### src/rtl/pll_drp_reconfig.sv
// pll_drp_reconfig
//   DRP initiator for a PLL_ADV. Performs a masked read-modify-write of each
//   requested configuration register while holding the PLL in reset. At the
//   end of the batch it releases the reset and waits for LOCKED, with a
//   timeout on every DRP access and on the lock wait.
//
// Ports
//   CLK, RST             : clock (also the PLL DCLK), synchronous active-high reset
//   REQ_VALID/REQ_READY  : request handshake
//   REQ_ADDR/MASK/DATA   : register address, keep-mask (1 = keep old bit), new bits
//   REQ_LAST             : final word of the batch
//   DRP_DADDR/DEN/DWE/DI : DRP command
//   DRP_DO/DRP_DRDY      : DRP response
//   PLL_RST              : PLL reset, active-high
//   PLL_LOCKED           : asynchronous lock indication
//   BUSY/DONE            : not idle / one-cycle end-of-batch pulse
//   ERROR/ERR_CODE       : batch result (0 ok, 1 DRDY timeout, 2 lock timeout)
//
// state      | meaning
// S_IDLE     | waiting for the first word of a batch
// S_HOLD     | PLL held in reset before the first access
// S_RD       | read strobe
// S_WAIT_RD  | waiting for read data
// S_WR       | write strobe
// S_WAIT_WR  | waiting for write acknowledge
// S_NEXT     | waiting for the next word, PLL still in reset
// S_WAIT_LOCK| reset released, waiting for lock
module pll_drp_reconfig #(
  parameter int RST_HOLD     = 8,
  parameter int DRDY_TIMEOUT = 64,
  parameter int LOCK_TIMEOUT = 65535
) (
  input  logic        CLK,
  input  logic        RST,
  input  logic        REQ_VALID,
  output logic        REQ_READY,
  input  logic [4:0]  REQ_ADDR,
  input  logic [15:0] REQ_MASK,
  input  logic [15:0] REQ_DATA,
  input  logic        REQ_LAST,
  output logic [4:0]  DRP_DADDR,
  output logic        DRP_DEN,
  output logic        DRP_DWE,
  output logic [15:0] DRP_DI,
  input  logic [15:0] DRP_DO,
  input  logic        DRP_DRDY,
  output logic        PLL_RST,
  input  logic        PLL_LOCKED,
  output logic        BUSY,
  output logic        DONE,
  output logic        ERROR,
  output logic [1:0]  ERR_CODE
);

  localparam int HW = $clog2(RST_HOLD + 1);
  localparam int DW = $clog2(DRDY_TIMEOUT + 1);
  localparam int LW = $clog2(LOCK_TIMEOUT + 1);

  localparam logic [HW-1:0] HOLD_TC = HW'(RST_HOLD);
  localparam logic [DW-1:0] DRDY_TC = DW'(DRDY_TIMEOUT);
  localparam logic [LW-1:0] LOCK_TC = LW'(LOCK_TIMEOUT);

  typedef enum logic [2:0] {
    S_IDLE, S_HOLD, S_RD, S_WAIT_RD, S_WR, S_WAIT_WR, S_NEXT, S_WAIT_LOCK
  } state_t;

  state_t state, state_nxt;

  logic [4:0]    addr_q;
  logic [15:0]   mask_q, data_q, wdata;
  logic          last_q;
  logic [HW-1:0] hold_cnt;
  logic [DW-1:0] drdy_cnt;
  logic [LW-1:0] lock_cnt;
  logic          lock_s1, lock_s2;
  logic          accept, rd_ok, wr_ok, drdy_to, lock_ok, lock_to;

  // Address and write data are only ever changed while DEN is low, so the
  // DRP sees stable values across every strobe.
  assign DRP_DADDR = addr_q;
  assign DRP_DI    = wdata;
  assign DRP_DEN   = (state == S_RD) || (state == S_WR);
  assign DRP_DWE   = (state == S_WR);
  assign BUSY      = (state != S_IDLE);

  always_comb begin
    state_nxt = state;
    accept    = 1'b0;
    rd_ok     = 1'b0;
    wr_ok     = 1'b0;
    drdy_to   = 1'b0;
    lock_ok   = 1'b0;
    lock_to   = 1'b0;
    case (state)
      S_IDLE: begin
        if (REQ_VALID && REQ_READY) begin
          accept    = 1'b1;
          state_nxt = S_HOLD;
        end
      end
      S_HOLD: begin
        if (hold_cnt == HOLD_TC) state_nxt = S_RD;
      end
      S_RD: state_nxt = S_WAIT_RD;
      S_WAIT_RD: begin
        // A response on the expiry cycle still counts as success.
        if (DRP_DRDY) begin
          rd_ok     = 1'b1;
          state_nxt = S_WR;
        end else if (drdy_cnt == DRDY_TC) begin
          drdy_to   = 1'b1;
          state_nxt = S_IDLE;
        end
      end
      S_WR: state_nxt = S_WAIT_WR;
      S_WAIT_WR: begin
        if (DRP_DRDY) begin
          wr_ok     = 1'b1;
          state_nxt = last_q ? S_WAIT_LOCK : S_NEXT;
        end else if (drdy_cnt == DRDY_TC) begin
          drdy_to   = 1'b1;
          state_nxt = S_IDLE;
        end
      end
      S_NEXT: begin
        if (REQ_VALID && REQ_READY) begin
          accept    = 1'b1;
          state_nxt = S_RD;
        end
      end
      S_WAIT_LOCK: begin
        if (lock_s2) begin
          lock_ok   = 1'b1;
          state_nxt = S_IDLE;
        end else if (lock_cnt == LOCK_TC) begin
          lock_to   = 1'b1;
          state_nxt = S_IDLE;
        end
      end
      default: state_nxt = S_IDLE;
    endcase
  end

  always_ff @(posedge CLK) begin
    if (RST) begin
      state     <= S_IDLE;
      REQ_READY <= 1'b1;
      PLL_RST   <= 1'b0;
      DONE      <= 1'b0;
      ERROR     <= 1'b0;
      ERR_CODE  <= 2'd0;
      addr_q    <= '0;
      mask_q    <= '0;
      data_q    <= '0;
      last_q    <= 1'b0;
      wdata     <= '0;
      hold_cnt  <= '0;
      drdy_cnt  <= '0;
      lock_cnt  <= '0;
      lock_s1   <= 1'b0;
      lock_s2   <= 1'b0;
    end else begin
      state     <= state_nxt;
      REQ_READY <= (state_nxt == S_IDLE) || (state_nxt == S_NEXT);
      DONE      <= drdy_to | lock_ok | lock_to;
      lock_s1   <= PLL_LOCKED;
      lock_s2   <= lock_s1;

      if (accept) begin
        addr_q <= REQ_ADDR;
        mask_q <= REQ_MASK;
        data_q <= REQ_DATA;
        last_q <= REQ_LAST;
      end

      // Counters start at 1 on the cycle they are armed, so reaching the
      // parameter value marks exactly that many elapsed cycles.
      if (accept && state == S_IDLE) begin
        ERROR    <= 1'b0;
        ERR_CODE <= 2'd0;
        PLL_RST  <= 1'b1;
        hold_cnt <= HW'(1);
      end else if (state == S_HOLD && hold_cnt != HOLD_TC) begin
        hold_cnt <= hold_cnt + 1'b1;
      end

      if (state == S_RD || state == S_WR) begin
        drdy_cnt <= DW'(1);
      end else if ((state == S_WAIT_RD || state == S_WAIT_WR) && drdy_cnt != DRDY_TC) begin
        drdy_cnt <= drdy_cnt + 1'b1;
      end

      if (rd_ok) wdata <= (DRP_DO & mask_q) | (data_q & ~mask_q);

      if (wr_ok && last_q) begin
        PLL_RST  <= 1'b0;
        lock_cnt <= LW'(1);
      end else if (state == S_WAIT_LOCK && lock_cnt != LOCK_TC) begin
        lock_cnt <= lock_cnt + 1'b1;
      end

      if (drdy_to) begin
        PLL_RST  <= 1'b0;
        ERROR    <= 1'b1;
        ERR_CODE <= 2'd1;
      end
      if (lock_to) begin
        ERROR    <= 1'b1;
        ERR_CODE <= 2'd2;
      end
    end
  end

endmodule
### config.mk
export PLATFORM = sky130hd
export DESIGN_NAME = pll_drp_reconfig
export DESIGN_NICKNAME = d
export VERILOG_FILES = /design/src/rtl/pll_drp_reconfig.sv
export SDC_FILE = /design/constraint.sdc
export NUM_CORES = 1
export LEC_CHECK = 0
export CAP_MARGIN = 10
export CORE_ASPECT_RATIO = 1.25
export CORE_MARGIN = 5
export CORE_UTILIZATION = 26
export DETAILED_ROUTE_END_ITERATION = 8
export HOLD_SLACK_MARGIN = 0.1
export RECOVER_POWER = 50
export REMOVE_ABC_BUFFERS = 1
export SYNTH_ARGS = -nofsm -noshare
export SYNTH_HDL_FRONTEND = slang
export SYNTH_SLANG_ARGS = --single-unit
### constraint.sdc
create_clock -name CLK -period 3.19 [get_ports CLK]
set_clock_uncertainty 0.1 [all_clocks]
set_input_delay 0.638 -clock CLK [delete_from_list [all_inputs] [get_ports CLK]]
set_output_delay 0.638 -clock CLK [all_outputs]
set_load 0.01 [all_outputs]
# After elaboration in Yosys (flattened, before gate mapping)
# Index checks and enable logic that the tools add are counted.
# totals
regBits	92
in_bits	59
out_inout_bits	30
elab_cells	102
# op_classes
n_addsub	3
n_eq_ne	14
n_mux	35
bitwise_logic	6
n_reduce_logical	24
# ops
cell	count
$and A16 B16 Y16	2
$mux W3	8
$pmux W3 S8	1
$mux W1	23
$add A16 B1 Y16 const B	1
$eq A16 B16 Y1 const B	1
$ne A16 B16 Y1 const B	1
$not A16 Y16	1
$or A16 B16 Y16	1
$eq A3 B3 Y1 const B	5
$reduce_or A2 Y1	6
$reduce_bool A2 Y1	4
$add A7 B1 Y7 const B	1
$eq A7 B7 Y1 const B	1
$ne A7 B7 Y1 const B	1
$eq A3 B2 Y1 const B	2
$logic_and A1 B1 Y1	6
$logic_not A3 Y1	2
$mux W2	3
$reduce_bool A3 Y1	2
$add A4 B1 Y4 const B	1
$eq A4 B4 Y1 const B	1
$ne A4 B4 Y1 const B	1
$eq A3 B1 Y1 const B	1
3 further kinds	6

# Longest topological paths before layout
# Gate-level depths: netlist (run 1).
# depth
ltp_word	7
depth_mapped	7
depth_no_buf	7

# Worst setup path before layout (run 1)
# OpenSTA, ideal clock, no wires.
# synth_path
kind	register -> register
startpoint	register lock_cnt[9]
endpoint	register lock_cnt[13]
setup_ns	0.129
arrival_ns	1.585
required_ns	2.961
path_slack_ns	1.376
stages_incl_launch_ff	7
path_buffers	1
synth_period_minus_slack_ns	1.814
cell_sequence	dfxtp_1 > nand4_1 > or4_1 > buf_2 > o211ai_4 > nor4_1 > mux2i_1
# synth_via
elab_chain_cells	2
word_cells_on_any_way	3
cone_classes	1 x add/sub; 1 x eq/ne; 1 x reduce/logical
# synth_lines
element	line	source
start, declared	74	logic [LW-1:0] lock_cnt;
start signal, assigned	199	lock_cnt <= lock_cnt + 1'b1;
parallel branches: the longest is 2 deep, another holds $add A16 B1 Y16	n/a	
# Parallel ways; which one is timed is not known.
# A chain may end at the register's enable or synchronous reset.

# Final worst setup path (run 1)
# layout_path
startpoint	register state[2]
endpoint	output DRP_DEN
# layout_via
elab_chain_cells	2
word_cells_on_any_way	3
cone_classes	2 x eq/ne; 1 x reduce/logical
# layout_lines
element	line	source
start, declared	67	state_t state, state_nxt;
start signal, assigned	163	state <= state_nxt;
$eq A3 B2 Y1 / $eq A3 B3 Y1 (equally long branches)	82	assign DRP_DEN = (state == S_RD) || (state == S_WR);
$logic_or A1 B1 Y1 (*)	82	
end, declared	42	output logic DRP_DEN,
# Mark *: on every way between the ends. The rest lies on a longest branch, timed or not.

==> implementation parameters, run 1 <==
Parameter                              Value

Logic synthesis
  Number of different library cells in the post-synthesis netlist ... 40
  Share of flip-flops with an asynchronous set or reset ... 0%
  Most instantiated cells after synthesis ... sky130_fd_sc_hd__nand2_1 (104), sky130_fd_sc_hd__dfxtp_1 (92), sky130_fd_sc_hd__a21oi_1 (47)
  Most area-hungry cell type in the Yosys netlist ... sky130_fd_sc_hd__dfxtp_1
  Synthesized netlist cell count ... 459
  Average cell area after synthesis ... ~8.4 um2
  Netlist area before placement ... 3839 um2
  Count leader, synth ... sky130_fd_sc_hd__nand2_1
  Number of storage elements in the synthesis netlist ... 92
  Sequential share of the synthesized area ... 47.98%
  Biggest area contributors in the synthesized netlist ... sky130_fd_sc_hd__dfxtp_1 (48%), sky130_fd_sc_hd__nand2_1 (10%), sky130_fd_sc_hd__a21oi_1 (6.1%), sky130_fd_sc_hd__mux2i_1 (5.5%), sky130_fd_sc_hd__nor2_1 (3.8%)
  Synth Flop Type ... sky130_fd_sc_hd__dfxtp_1
  Post-synth EDFFs ... 0
  Yosys warning count ... 0
  Top-area cell type share of the netlist area ... 47.98%

CTS
  Post-CTS Hold Buffers ... 0
  Post-cts resize count ... 0
  Maximum count of clock buffers along a single path ... 2
  Setup Buffers After CTS ... 0
  TritonCTS sink count ... 92
  Clock tree from TritonCTS ... yes
  CTS clock-pin slew for the worst setup and hold paths ... 60 ps
  Depth of the CTS H-tree ... 3
  Cell at the root of the clock tree ... sky130_fd_sc_hd__clkbuf_16
  TritonCTS buffer count ... 9
  Clock latency reported for the late side of the worst-skew pair ... 330 ps

STA
  Fin. Hold Viols ... 0
  Worst-Margin Slew ... 1477 ps
  Final clock period utilization by the worst path ... approximately 87%
  Worst setup slack after layout ... 405.8 ps
  RSZ-0062 raised after global routing ... false
  Slew HR ... 1.508%
  Time the worst path needs with I/O delays and setup ... about 2800 ps
  Timing-limited maximum frequency ... 0.3592 GHz
  Final count of negative-setup-slack endpoints ... 0
  Hold slack final ... 334.6 ps
  Count of pins over their slew limit ... 0
  Summed negative setup slack over all endpoints ... 0 ps

Floorplanning
  Initial core utilization ... a little over a quarter
  Die outline width ... 118.7 um
  Die area ... 17,310 um2
  Std-Cell Core Area ... 14,470 um2
  Chip Height ... 145.9 um
  Number of cell rows ... 49
  Number of top-level design ports ... between 80 and 90

Global route
  Antenna violations before repair ... 0
  Overall track demand over capacity in global routing ... 11.04%
  Largest net degree at the start of global routing ... 71
  Wire length of the first global-routing pass ... 15.69 mm
  Vias in the first global route ... 3,393
  Global route overflow ... 0

Hold path
  Startpoint of the tightest hold check path ... lock_s1
  Hold Path Depth ... 1
  Endpoint with the worst hold slack ... lock_s2
  Worst hold-check path type ... flop to flop

Worst setup path
  Worst-path cell chain ... xor2_1, nand2_1, inv_1, clkdlybuf4s50_1
  Length in cells of the worst reg-to-reg path ... 5
  CP max FO ... 11
  Category of the most critical setup path ... flop to output pin
  Reg2Reg Setup Slack ... 900 ps
  Startpoint types ... flop
  Critical R2R Capture ... mask_q[1]
  CP Data Arrival Time ... 2050 ps
  WP data required ... 2450 ps
  Crit-path slowest cell ... sky130_fd_sc_hd__dfxtp_1
  Launch instance of the worst register-to-register path ... state[2]
  Largest stage delay on the critical path ... approximately 560 ps
  Type of element capturing the critical path ... output pin

Placed design
  Number of buffers added on ports ... between 80 and 90
  Post-place setup slack ... between 700 and 800 ps
  Gpl congestion ... 0.8064
  Number of placed instances with taps included ... 704
  Placed wire-length estimate after detailed placement ... 6.799 mm

Status
  Run status ... complete, no violations

Power
  Leakage dissipation ... 1.896 nW
  Switching power of the nets ... 0.5716 mW
  Pwr Total ... about 2.5 mW
  IR Drop Worst-Case VDD ... 185.4 uV
  Net switching fraction of the power ... 22.97%
  Share of power burned in the clock network ... 41.1%
  Power Dens Cells ... 483.1 nW/um2
  Proportion of power drawn by flip-flops and latches ... roughly half
  Portion of total power attributed to combinational logic ... roughly 9.8%
  Internal power consumption ... 1.917 mW

Final layout
  Final nets ... roughly 600
  Cell Count, Final, Fillers Out ... 719
  Area overhead of the layout relative to synthesis ... 34.22%
  Number of diodes ... 0
  Share of cells above drive strength 1 ... 4.251%

Detailed routing
  Drt wl/cell ... 13.15 um
  Number of vias per cell ... 4.757
  Remaining antenna violation count ... 0
  Pre-antenna DRT Iters ... 4
  Via count ... 3,420
  Remaining routing DRC violations ... 0
  Total Wirelength ... 9.452 mm
  First-iteration detailed-routing DRC count ... between 150 and 200

Job
  Max-cap violations ... 0
[area by class of cell]
type | count | area, um2
Sequential cell | 92 | 1842
Fill cell | 1504 | 9316
Tap cell | 178 | 222.7
Inverter | 11 | 41.29
Multi-Input combinational cell | 330 | 1857
Clock buffer | 10 | 229.0
Timing Repair Buffer | 93 | 907.1
Clock inverter | 5 | 53.80
[stage by stage]
step	instance area, um2	utilization (%)
after floorplan	3735	-
after global placement	4876	33.70
after detailed placement	4876	33.70
after CTS	5159	35.65
after global routing	5152	35.61
final	5152	35.61
[cells by family after synthesis]
kind of cell / synth area share, %
buffers and inverters: 3.781
AO/OA/AOI/OAI: 13.89
adder cells (fa/ha/maj): 1.630
flip-flops: 47.98
AND/OR/NAND/NOR: 23.14
XOR/XNOR: 4.107
multiplexers: 5.476
[layer usage]
metal	track usage (%)	vias to the layer above	wire length (um)
li1	-	1731	-
met1	12.26	1584	4006
met2	18.18	97	4436
met3	5.482	8	876
met4	4.058	0	132
met5	0	-	0
[flip-flops by register name, summed over array words and instances (netlist names), 3 cells and up]
name / count
DRP_DADDR: 5
drdy_cnt: 7
state: 3
mask_q: 16
data_q: 16
hold_cnt: 4
lock_cnt: 16
DRP_DI: 16
[worst max-delay path: cells and delay by family (launching register included)]
family / cells / cell delay [ps]
AND/OR/NAND/NOR: 1 / 150
buffers and inverters: 2 / 630
XOR/XNOR: 1 / 370
flip-flops: 1 / 560
[power by group through the flow]
stage	Combinational, mW	Sequential (mW)	Clock, mW
final	0.245	1.22	1.02
after global routing	0.274	1.23	1.12
after CTS	0.254	1.22	1.08
after detailed placement	0.253	1.25	0
after global placement	0.248	1.24	0
after floorplan	0.110	1.24	0
[cell usage in the layout (no fill, tap or decap), types with 11 or more instances in the layout]
| master | netlist | routed |
|---|---|---|
| sky130_fd_sc_hd__inv_1 | 11 | 11 |
| sky130_fd_sc_hd__a211oi_1 | 17 | 17 |
| sky130_fd_sc_hd__clkdlybuf4s50_1 | 0 | 62 |
| sky130_fd_sc_hd__dlygate4sd3_1 | 0 | 25 |
| sky130_fd_sc_hd__a21oi_1 | 47 | 47 |
| sky130_fd_sc_hd__mux2i_1 | 21 | 21 |
| sky130_fd_sc_hd__dfxtp_1 | 92 | 92 |
| sky130_fd_sc_hd__nor2_1 | 39 | 39 |
| sky130_fd_sc_hd__nand2_1 | 104 | 104 |
[worst max path at each step]
stage / startpoint / end / slack [ps]
after floorplan: REQ_VALID / DRP_DADDR[0] / 150
after global placement: DRP_DRDY / lock_cnt[11] / 730
after detailed placement: DRP_DRDY / lock_cnt[9] / 710
after CTS: state[2] / DRP_DEN / 410
after global routing: state[2] / DRP_DEN / 280
final: state[2] / DRP_DEN / 410
(Power assumes the default switching activity.)
==> run 2: changes to the inputs <==
ABC_AREA = 1   (was unset)
CAP_MARGIN = 20   (was 10)
==> run 2 against run 1 <==
  * Die area grew 5.3%
  * Non-clock buffer count shrank 2
  * Setup slack gained 190 ps
  * Register-to-register slack lost 300 ps
  * Worst hold slack lost 33 ps
  * Via count grew 6.7%
  * Global-route usage grew 0.38 points
  * Combinational power grew 11%
  * Critical endpoint is now lock_cnt[1]
  * First-iteration DRC count shrank 7.7%
==> implementation parameters, run 2 <==
Parameter                              Value

Final layout
  Area overhead of the layout relative to synthesis ... 33.08%
  Final Instance Area ... 5401 um2 (+4.8%)
  Share of cells above drive strength 1 ... 4.938% (+0.69 points)
  Most common cell after layout, fill and taps aside ... sky130_fd_sc_hd__nor2_1
  Number of diodes ... 0 (unchanged)
  Commonest cells after routing, fill and taps aside ... sky130_fd_sc_hd__nor2_1 (115), sky130_fd_sc_hd__dfxtp_1 (92), sky130_fd_sc_hd__nand2_1 (91)
  Final nets ... 707 (+18%)

Worst setup path
  Category of the most critical setup path ... flop to flop
  CP max FO ... 15 (+4)
  Type of element capturing the critical path ... flop
  Largest stage delay on the critical path ... 810 ps (+250 ps)
  WP data required ... 3310 ps (+860 ps)
  Length in cells of the worst reg-to-reg path ... 9 (+4)
  Worst-path cell chain ... ha_1, inv_1, nor2_1, nand2_1, nor2_1, nor2_1, inv_2, o21ai_0, a21oi_1
  Reg2Reg Setup Slack ... 600 ps (-300 ps)
  Critical R2R Capture ... lock_cnt[1]
  Top cell by count, worst path ... sky130_fd_sc_hd__nor2_1
  Startpoint types ... flop
  Critical path buffer and inverter count ... 2 (unchanged)
  Crit-path slowest cell ... sky130_fd_sc_hd__nor2_1
  Launch instance of the worst register-to-register path ... lock_cnt[0]
  Kind of cell adding the most delay to the critical path ... simple AND/OR/NAND/NOR gates
  CP Data Arrival Time ... 2720 ps (+670 ps)

STA
  Final count of negative-setup-slack endpoints ... 0 (unchanged)
  Summed negative setup slack over all endpoints ... 0 ps (unchanged)
  RSZ-0062 raised after global routing ... false
  Worst-Margin Slew ... 1070 ps (-407.8 ps)
  Final clock period utilization by the worst path ... 81.30% (-6.0 points)
  Slew HR ... 28.43% (+27 points)
  Fin. Hold Viols ... 0 (unchanged)
  Timing-limited maximum frequency ... 0.3856 GHz (+7.3%)
  Time the worst path needs with I/O delays and setup ... 2594 ps (-190.6 ps)
  Count of pins over their slew limit ... 0 (unchanged)

Floorplanning
  Initial core utilization ... 26.28% (-0.25 points)
  Chip Height ... 149.7 um (+2.6%)
  Number of top-level design ports ... 89 (unchanged)
  Number of cell rows ... 51 (+4.1%)
  Std-Cell Core Area ... 15,440 um2 (+6.7%)
  Die area ... 18,230 um2 (+5.3%)
  Die outline width ... 121.8 um (+2.6%)

CTS
  Cell at the root of the clock tree ... sky130_fd_sc_hd__clkbuf_16
  TritonCTS sink count ... 92 (unchanged)
  Post-CTS Hold Buffers ... 0 (unchanged)
  Depth of the CTS H-tree ... 3 (unchanged)
  Maximum count of clock buffers along a single path ... 2 (unchanged)
  Setup Buffers After CTS ... 0 (unchanged)
  CTS clock-pin slew for the worst setup and hold paths ... 60 ps (about the same)
  Clock tree from TritonCTS ... yes
  TritonCTS buffer count ... 9 (unchanged)
  Post-cts resize count ... 0 (unchanged)
  Clock latency reported for the late side of the worst-skew pair ... 340 ps (about the same)

Logic synthesis
  Top-area cell type share of the netlist area ... 45.38% (-2.6 points)
  Most area-hungry cell type in the Yosys netlist ... sky130_fd_sc_hd__dfxtp_1
  Post-synth EDFFs ... 0 (unchanged)
  Yosys warning count ... 0 (unchanged)
  Synth Flop Type ... sky130_fd_sc_hd__dfxtp_1
  Count leader, synth ... sky130_fd_sc_hd__nor2_1
  Biggest area contributors in the synthesized netlist ... sky130_fd_sc_hd__dfxtp_1 (45%), sky130_fd_sc_hd__nor2_1 (10%), sky130_fd_sc_hd__o21ai_0 (9.2%), sky130_fd_sc_hd__nand2_1 (8.3%), sky130_fd_sc_hd__a21oi_1 (5.1%)
  Sequential share of the synthesized area ... 45.38% (-2.6 points)
  Number of storage elements in the synthesis netlist ... 92 (unchanged)
  Average cell area after synthesis ... 7.222 um2 (-14%)
  Netlist area before placement ... 4059 um2 (+5.7%)
  Most instantiated cells after synthesis ... sky130_fd_sc_hd__nor2_1 (110), sky130_fd_sc_hd__dfxtp_1 (92), sky130_fd_sc_hd__nand2_1 (90)
  Number of different library cells in the post-synthesis netlist ... 33 (-18%)
  Share of flip-flops with an asynchronous set or reset ... 0% (unchanged)
  Synthesized netlist cell count ... 562 (+22%)

Hold path
  Startpoint of the tightest hold check path ... lock_s1
  Worst hold-check path type ... flop to flop
  Endpoint with the worst hold slack ... lock_s2
  Hold Path Depth ... 2 (+1)

Detailed routing
  Remaining antenna violation count ... 0 (unchanged)
  First-iteration detailed-routing DRC count ... 143 (-7.7%)
  Total Wirelength ... 10.17 mm (+7.6%)
  Drt wl/cell ... 11.83 um (-10%)
  Pre-antenna DRT Iters ... 4 (unchanged)
  Remaining routing DRC violations ... 0 (unchanged)
  Via count ... 3,648 (+6.7%)
  Number of vias per cell ... 4.242 (-11%)

Power
  Internal power consumption ... 1.972 mW (+2.9%)
  IR Drop Worst-Case VDD ... 202.3 uV (+9.1%)
  Pwr Total ... 2.600 mW (+4.5%)
  Share of power burned in the clock network ... 41.9% (+0.8 points)
  Switching power of the nets ... 0.6277 mW (+9.8%)
  Net switching fraction of the power ... 24.14% (+1.2 points)
  Leakage dissipation ... 2.209 nW (+16%)
  Portion of total power attributed to combinational logic ... 10.4% (+0.6 points)
  Power Dens Cells ... 481.4 nW/um2 (-0.36%)
  Proportion of power drawn by flip-flops and latches ... 47.6% (-1.4 points)

Global route
  Antenna violations before repair ... 0 (unchanged)
  Largest net degree at the start of global routing ... 56 (-21%)
  Wire length of the first global-routing pass ... 16.69 mm (+6.4%)
  Overall track demand over capacity in global routing ... 11.41% (+0.38 points)
  Global route overflow ... 0 (unchanged)
  Vias in the first global route ... 3,470 (+2.3%)

Placed design
  Dpl cell area ... 5127 um2 (+5.2%)
  Number of buffers added on ports ... 88 (unchanged)
  Placed wire-length estimate after detailed placement ... 7.136 mm (+5.0%)
  Gpl congestion ... 0.7891 (-2.1%)

Job
  Max-cap violations ... 0 (unchanged)

Status
  Run status ... complete, no violations
[run 2: cell types whose count changed after synthesis, moves of 5 or more]
cell | before | now
sky130_fd_sc_hd__nor2_1 | 39 | 110
sky130_fd_sc_hd__clkbuf_1 | 17 | 5
sky130_fd_sc_hd__and3_1 | 5 | 0
sky130_fd_sc_hd__nand2_1 | 104 | 90
sky130_fd_sc_hd__nand3_1 | 9 | 19
sky130_fd_sc_hd__inv_2 | 0 | 5
sky130_fd_sc_hd__nor4_1 | 6 | 0
sky130_fd_sc_hd__o21ai_0 | 4 | 75
sky130_fd_sc_hd__nor2_2 | 0 | 6
sky130_fd_sc_hd__a211oi_1 | 17 | 3
sky130_fd_sc_hd__inv_1 | 11 | 52
sky130_fd_sc_hd__a21oi_1 | 47 | 41
sky130_fd_sc_hd__mux2i_1 | 21 | 0
sky130_fd_sc_hd__a31oi_1 | 6 | 0
[run 2: worst max-delay path by stage]
stage	start	endpoint	slack [ps]	depth (start not counted)
floorplan	RST	hold_cnt[1]	1340	3
global placement	REQ_VALID	data_q[11]	420	6
detailed placement	REQ_VALID	data_q[6]	390	6
CTS	state[2]	DRP_DEN	710	3
global route	lock_cnt[0]	lock_cnt[1]	330	9
finish	lock_cnt[0]	lock_cnt[1]	600	9
[run 2: power groups by stage]
stage / clock network, mW / logic (mW) / registers [mW]
floorplan: 0 / 0.134 / 1.26
CTS: 1.12 / 0.280 / 1.24
global placement: 0 / 0.276 / 1.26
detailed placement: 0 / 0.277 / 1.26
finish: 1.09 / 0.271 / 1.24
global route: 1.16 / 0.309 / 1.25
[run 2: layout make-up]
type | instances | area (um2)
tap | 212 | 265.3
fill | 1697 | 10040
clock inverter | 5 | 60.06
sequential | 92 | 1842
clock buffer | 11 | 242.7
inverter | 58 | 220.2
multi-input combinational | 391 | 1859
timing repair buffer | 91 | 912.1
[run 2: worst reg2reg max path, delay by kind of cell (launching register included)]
| kind | cells | cell delay, ps |
|---|---|---|
| AO/OA/AOI/OAI | 2 | 290 |
| AND/OR/NAND/NOR | 4 | 1090 |
| buffers and inverters | 2 | 370 |
| flip-flops | 1 | 360 |
| adder cells (fa/ha/maj) | 1 | 270 |
[run 2: routing by layer]
layer  GRT usage, %  vias up  wire length (um)
li1               -     1952                 -
met1          13.36     1602              4541
met2          19.14       80              4799
met3          3.440       14               626
met4          5.157        0               207
met5              0        -                 0
[run 2: through the flow]
| step | utilization [%] | worst slack (ps) | std cells | hold WS (ps) |
|---|---|---|---|---|
| final | 34.98 | 596.4 | 860 | 301.8 |
| after global routing | 34.98 | 333.3 | 860 | 337.2 |
| after CTS | 35.16 | 709.9 | 860 | 303.4 |
| after detailed placement | 33.20 | 389.9 | 844 | 294.6 |
| after global placement | 33.20 | 424.9 | 844 | 289.7 |
| after floorplan | - | 1345 | 541 | 288.3 |
[run 2: logic make-up after synthesis]
kind of cell	Yosys count	share of synthesized area (%)
buffers and inverters	79	8.200
flip-flops	92	45.38
AO/OA/AOI/OAI	125	16.00
AND/OR/NAND/NOR	245	25.43
adder cells (fa/ha/maj)	5	1.541
XOR/XNOR	16	3.453
